<file path="src/rtl/alu_regfile.sv">
// rtl/alu_regfile.sv - MIPS execute/write-back stage: one-hot ALU over a 32x32 register file
module alu_regfile (
   input  logic        clk,
   input  logic        rst_n,
   input  logic [31:0] instruction,
   input  logic [5:0]  alu_ctrl,
   input  logic        reg_write,
   input  logic        ld_en,
   input  logic [4:0]  ld_addr,
   input  logic [31:0] ld_data,
   input  logic        ovf_clr,
   input  logic [4:0]  dbg_addr,
   output logic [31:0] dbg_data,
   output logic [31:0] result,
   output logic        result_valid,
   output logic        ovf,
   output logic        illegal
);

   logic [31:0] regs [32];
   logic [4:0]  rs, rt, rd;
   logic [31:0] a, b, alu_out, sum;
   logic        legal, add_ovf, commit;
   logic        unused_bits;

   assign rs = instruction[25:21];
   assign rt = instruction[20:16];
   assign rd = instruction[15:11];
   assign unused_bits = ^{instruction[31:26], instruction[10:0]};

   assign a        = (rs == 5'd0) ? 32'd0 : regs[rs];
   assign b        = (rt == 5'd0) ? 32'd0 : regs[rt];
   assign dbg_data = (dbg_addr == 5'd0) ? 32'd0 : regs[dbg_addr];
   assign sum      = a + b;

   always_comb begin
      alu_out = 32'd0;
      legal   = 1'b1;
      add_ovf = 1'b0;
      case (alu_ctrl)
         6'b000001: alu_out = sum;
         6'b000010: alu_out = a - b;
         6'b000100: begin
            alu_out = sum;
            add_ovf = (a[31] == b[31]) && (sum[31] != a[31]);
         end
         6'b001000: alu_out = a & b;
         6'b010000: alu_out = a | b;
         6'b100000: alu_out = ($signed(a) < $signed(b)) ? 32'd1 : 32'd0;
         default:   legal   = 1'b0;
      endcase
   end

   assign commit = reg_write && legal && !add_ovf;

   always_ff @(posedge clk or negedge rst_n) begin
      if (!rst_n) begin
         for (int i = 0; i < 32; i++) regs[i] <= 32'd0;
         result       <= 32'd0;
         result_valid <= 1'b0;
         ovf          <= 1'b0;
         illegal      <= 1'b0;
      end else begin
         result_valid <= commit;
         illegal      <= reg_write && !legal;
         if (commit) result <= alu_out;
         if (commit && rd != 5'd0) regs[rd] <= alu_out;
         // Side load is assigned last so it wins a same-index conflict.
         if (ld_en && ld_addr != 5'd0) regs[ld_addr] <= ld_data;
         if (reg_write && add_ovf) ovf <= 1'b1;
         else if (ovf_clr)         ovf <= 1'b0;
      end
   end

endmodule

</file>
<file path="config.mk">
export PLATFORM = sky130hd
export DESIGN_NAME = alu_regfile
export DESIGN_NICKNAME = d
export VERILOG_FILES = /design/src/rtl/alu_regfile.sv
export SDC_FILE = /design/constraint.sdc
export NUM_CORES = 2
export LEC_CHECK = 0
export BUFFER_PORTS_ARGS = -buffer_cell sky130_fd_sc_hd__buf_2
export CAP_MARGIN = 20
export CORE_ASPECT_RATIO = 0.7
export CORE_MARGIN = 5
export CORE_UTILIZATION = 60
export CTS_CLUSTER_DIAMETER = 100
export DETAILED_ROUTE_END_ITERATION = 6
export PLACE_DENSITY_LB_ADDON = 0.12
export SYNTH_ARGS = -nofsm -noshare
export SYNTH_HDL_FRONTEND = slang
export SYNTH_SLANG_ARGS = --single-unit
</file>
<file path="constraint.sdc">
create_clock -name clk -period 6.1 [get_ports clk]
set_input_delay 0.61 -clock clk [delete_from_list [all_inputs] [get_ports clk]]
set_output_delay 0.61 -clock clk [all_outputs]
set_load 0.01 [all_outputs]
</file>
==> impl_metrics.ini <==
[synthesis]
synth.area.top_cells = dfrtp_1 (34%), mux4_2 (28%), mux2i_1 (6.5%)
synth_top_area_cell = dfrtp_1
synth_top_family_by_area = multiplexers
synth-seq-cells = 1059
syn_area_um2 = 78010
yosys_most_used_dff = dfrtp_1
synth_seq_area_share_pct = 33.97
synth_top_cell_area_share_pct = 33.97
synthSimpleGateAreaFrac_pct = 11.55
synthArstFlopShare_pct = 100.0
netlist_instances = 7343
synth-compound-area-share_pct = 13.39
synth_xor_area_share_pct = 0.09944
synth_edf_count = 0
yosys-top-cells-count = nand2_1 (1152), dfrtp_1 (1059), mux4_2 (958)
yosysMostFrequentCell = nand2_1
muxShareOfSynthArea_pct = 34.49
synth_fa_ha_area_share_pct = 1.591
yosysWarnings = 0
yosysUniqueCellTypes = 81
syn_avg_cell_area_um2 = 10.62
syn_nets = 7526

[drt]
detail_route.first_pass.iterations = 7
drtIter0Drc = 13440
via_per_inst = 7.834
ant_nets = 0
vias = 72370
post_drt_wl_per_cell_um = 36.59
drc = 25
drt_wl_total_mm = 338.0

[setup_path]
crit_chain = mux4_2 -> mux4_2 -> nand2b_1 -> a21oi_2 -> ha_1 -> inv_1 -> fa_1 -> o21bai_1 -> nand3b_1 -> a31oi_1 -> buf_4 -> o21ai_1 -> a21boi_0 -> o311ai_0 -> buf_4 -> o21ai_0 -> a2bb2oi_4 -> buf_12 -> buf_12 -> nor3_1 -> o21ai_0
critPathMaxFanout = 13
cp.required_ns = 6.78
worst_setup_path_start_kind = register
arrival_ns = 6.73
critPathCaptureType = register
crit_slowest_cell = a21boi_0
path_class = register to register
max_stage_delay_ns = 0.72

[global_route]
track_usage_pct = 48.72
grt_pass1_vias = 69620
overflow = 0
grt_max_degree = 159
grt_pass1_wl_mm = 485.2
antenna_found_initial = 21

[clocking]
cts_max_level = 3
cts_tree = built
clk_path_buf_depth = 3
cts_sinks = 1059
cts.clk_slew.worst_paths_ns = 0.07
root_buffer = clkbuf_16
insertion_delay_ns = 0.77
cts_made_buffers = 106
post_cts_buffers = 0

[power_and_ir_drop]
p_total_mw = 28.99
peakVddDrop_mv = 0.3423
power_frac_comb_pct = 40.2
power.density_nw_per_um2 = 323.4
p_seq_share_pct = 34.8
intPower_mw = 18.01
p_leak_nw = 34.09
sw_frac_of_total_pct = 37.87
clockPowerShare_pct = 25.1
power.switching_mw = 10.98

[outcome]
violations = DRC
outcome = complete, but fails checks

[floorplan]
die-area_um2 = 137400
row_count = 110
num_io_pins = 152
fp.dieW_um = 441.0
die_h_um = 311.7
start_util_pct = 60.55
core_area_um2 = 128800

[final_layout]
drive_gt1_share_pct = 28.54
areaGrowthSynthToFinish_pct = 14.92
final_nets = 7578
utilization_pct = 69.59

[timing]
skew_ns = 0.02870
setup_viol = 0
grt_setup_unrepaired = false
max_freq_ghz = 0.1652
fin_crit_sh_pct = 99.22
slew_violations = 0
hold_violations = 0
fin_setup_tns_ns = 0
tightestPinTransition_ns = 1.295
layout_min_cycle_time_ns = 6.052
timing.hold.ws_ns = 0.02407
slew_headroom_pct = 13.48

[flow_run]
cap_violations = 0

[min_path]
worstHoldPathType = input port to register

[placement]
io_buffers = 134
place_hpwl_mm = 218.7
gp_congestion = 0.9886
-- final timing paths --
check / start / end / slack (ns) / depth (start not counted)
hold / removal: ovf_clr / ovf$_DFFE_PN0P_ / 0.02 / 2
setup / recovery: regs[512]$_DFF_PN0_ / regs[764]$_DFF_PN0_ / 0.05 / 21
min in group asynchronous: rst_n / regs[858]$_DFF_PN0_ / 0.44 / 2
setup reg to reg: regs[512]$_DFF_PN0_ / regs[764]$_DFF_PN0_ / 0.05 / 21
max in group asynchronous: rst_n / regs[131]$_DFF_PN0_ / 4.13 / 3
hold reg to reg: regs[1022]$_DFF_PN0_ / regs[1022]$_DFF_PN0_ / 0.41 / 0
-- cell type report --
type / instances / area [µm²]
multi-input combinational: 5303 / 48550
fill: 9396 / 39180
sequential: 1059 / 26500
timing repair buffer: 833 / 8282
clock buffer: 144 / 3070
tap: 1736 / 2172
clock inverter: 50 / 675.6
inverter: 92 / 345.3
antenna: 21 / 52.55
-- critical path: cells and delay by family, from the launching register on --
kind,cells,cell delay (ns)
buffers and inverters,5,0.87
DFF,1,0.41
AOI/OAI and AO/OA,9,2.59
and+or+nand+nor,3,0.36
muxes,2,1.08
adders and majority gates,2,0.62
-- cell families after synthesis --
kind of cell,count (synthesis)
xor gates and xnor gates,8
buffers and inverters,981
DFF,1059
and+or+nand+nor,2096
adders and majority gates,98
AOI/OAI and AO/OA,1613
muxes,1488
-- per-layer routing --
metal	share of wire [%]	track usage (%)	vias up
li1	-	-	27960
met1	34	64.35	35410
met2	40	64.47	7314
met3	17	21.19	1687
met4	9.1	33.70	4
met5	0.037	0.9818	-
-- state kept, by name, indices dropped and copies added (netlist names) --
signal / flops
result: 32
regs: 1024
ovf: 1
illegal: 1
result_valid: 1
-- timing repair --
item                                   4_1_cts  5_1_grt
setup endpoints to repair                    0      124
hold buffers                                 1        0
endpoints found under the hold margin       76        0
resized for setup                            0        5
-- placed cells by master (no fill, tap or decap), types with 17 or more instances in the layout --
| cell | synthesis | layout |
|---|---|---|
| nand2_1 | 1152 | 1151 |
| dfrtp_1 | 1059 | 1059 |
| mux4_2 | 958 | 958 |
| o21ai_0 | 624 | 623 |
| buf_4 | 14 | 524 |
| mux2i_1 | 509 | 509 |
| nand3_1 | 388 | 387 |
| o211ai_1 | 354 | 354 |
| nor2_1 | 266 | 229 |
| a21oi_1 | 186 | 177 |
| buf_12 | 0 | 171 |
| buf_2 | 70 | 118 |
| clkbuf_16 | 0 | 110 |
| nor3_1 | 104 | 102 |
| ha_1 | 96 | 95 |
| inv_1 | 90 | 90 |
| nand2b_1 | 73 | 73 |
| o21ai_1 | 74 | 70 |
| o31ai_1 | 69 | 69 |
| a21o_1 | 50 | 50 |
| a31oi_1 | 50 | 50 |
| nor2_4 | 0 | 35 |
| clkinv_2 | 0 | 24 |
| a2111oi_4 | 17 | 23 |
| o2111ai_1 | 25 | 22 |
| o221ai_1 | 31 | 22 |
| diode_2 | 0 | 21 |
| mux2_2 | 21 | 21 |
| clkbuf_8 | 0 | 19 |
| nor2b_1 | 17 | 17 |
-- power by group through the flow --
stage	sequential (mW)	clock [mW]	combinational (mW)
final	10.1	7.26	11.6
after global routing	10.2	7.53	12.2
after CTS	9.95	7.23	11.3
after detailed placement	10.0	0	11.2
after global placement	9.89	0	11.0
after floorplan	9.57	0	6.88
-- through the flow --
| stage | instances | cell area (µm²) | worst slack, ns |
|---|---|---|---|
| 5_1_grt | 9234 | 89640 | 0.03004 |
| 3_5_place_dp | 9012 | 85600 | -0.4771 |
| 4_1_cts | 9207 | 89360 | 0.07301 |
| 6_report | 9238 | 89650 | 0.04774 |
| 2_1_floorplan | 7343 | 78050 | 0.009285 |
| 3_3_place_gp | 9011 | 85580 | -0.4481 |
(Power assumes the default switching activity.)
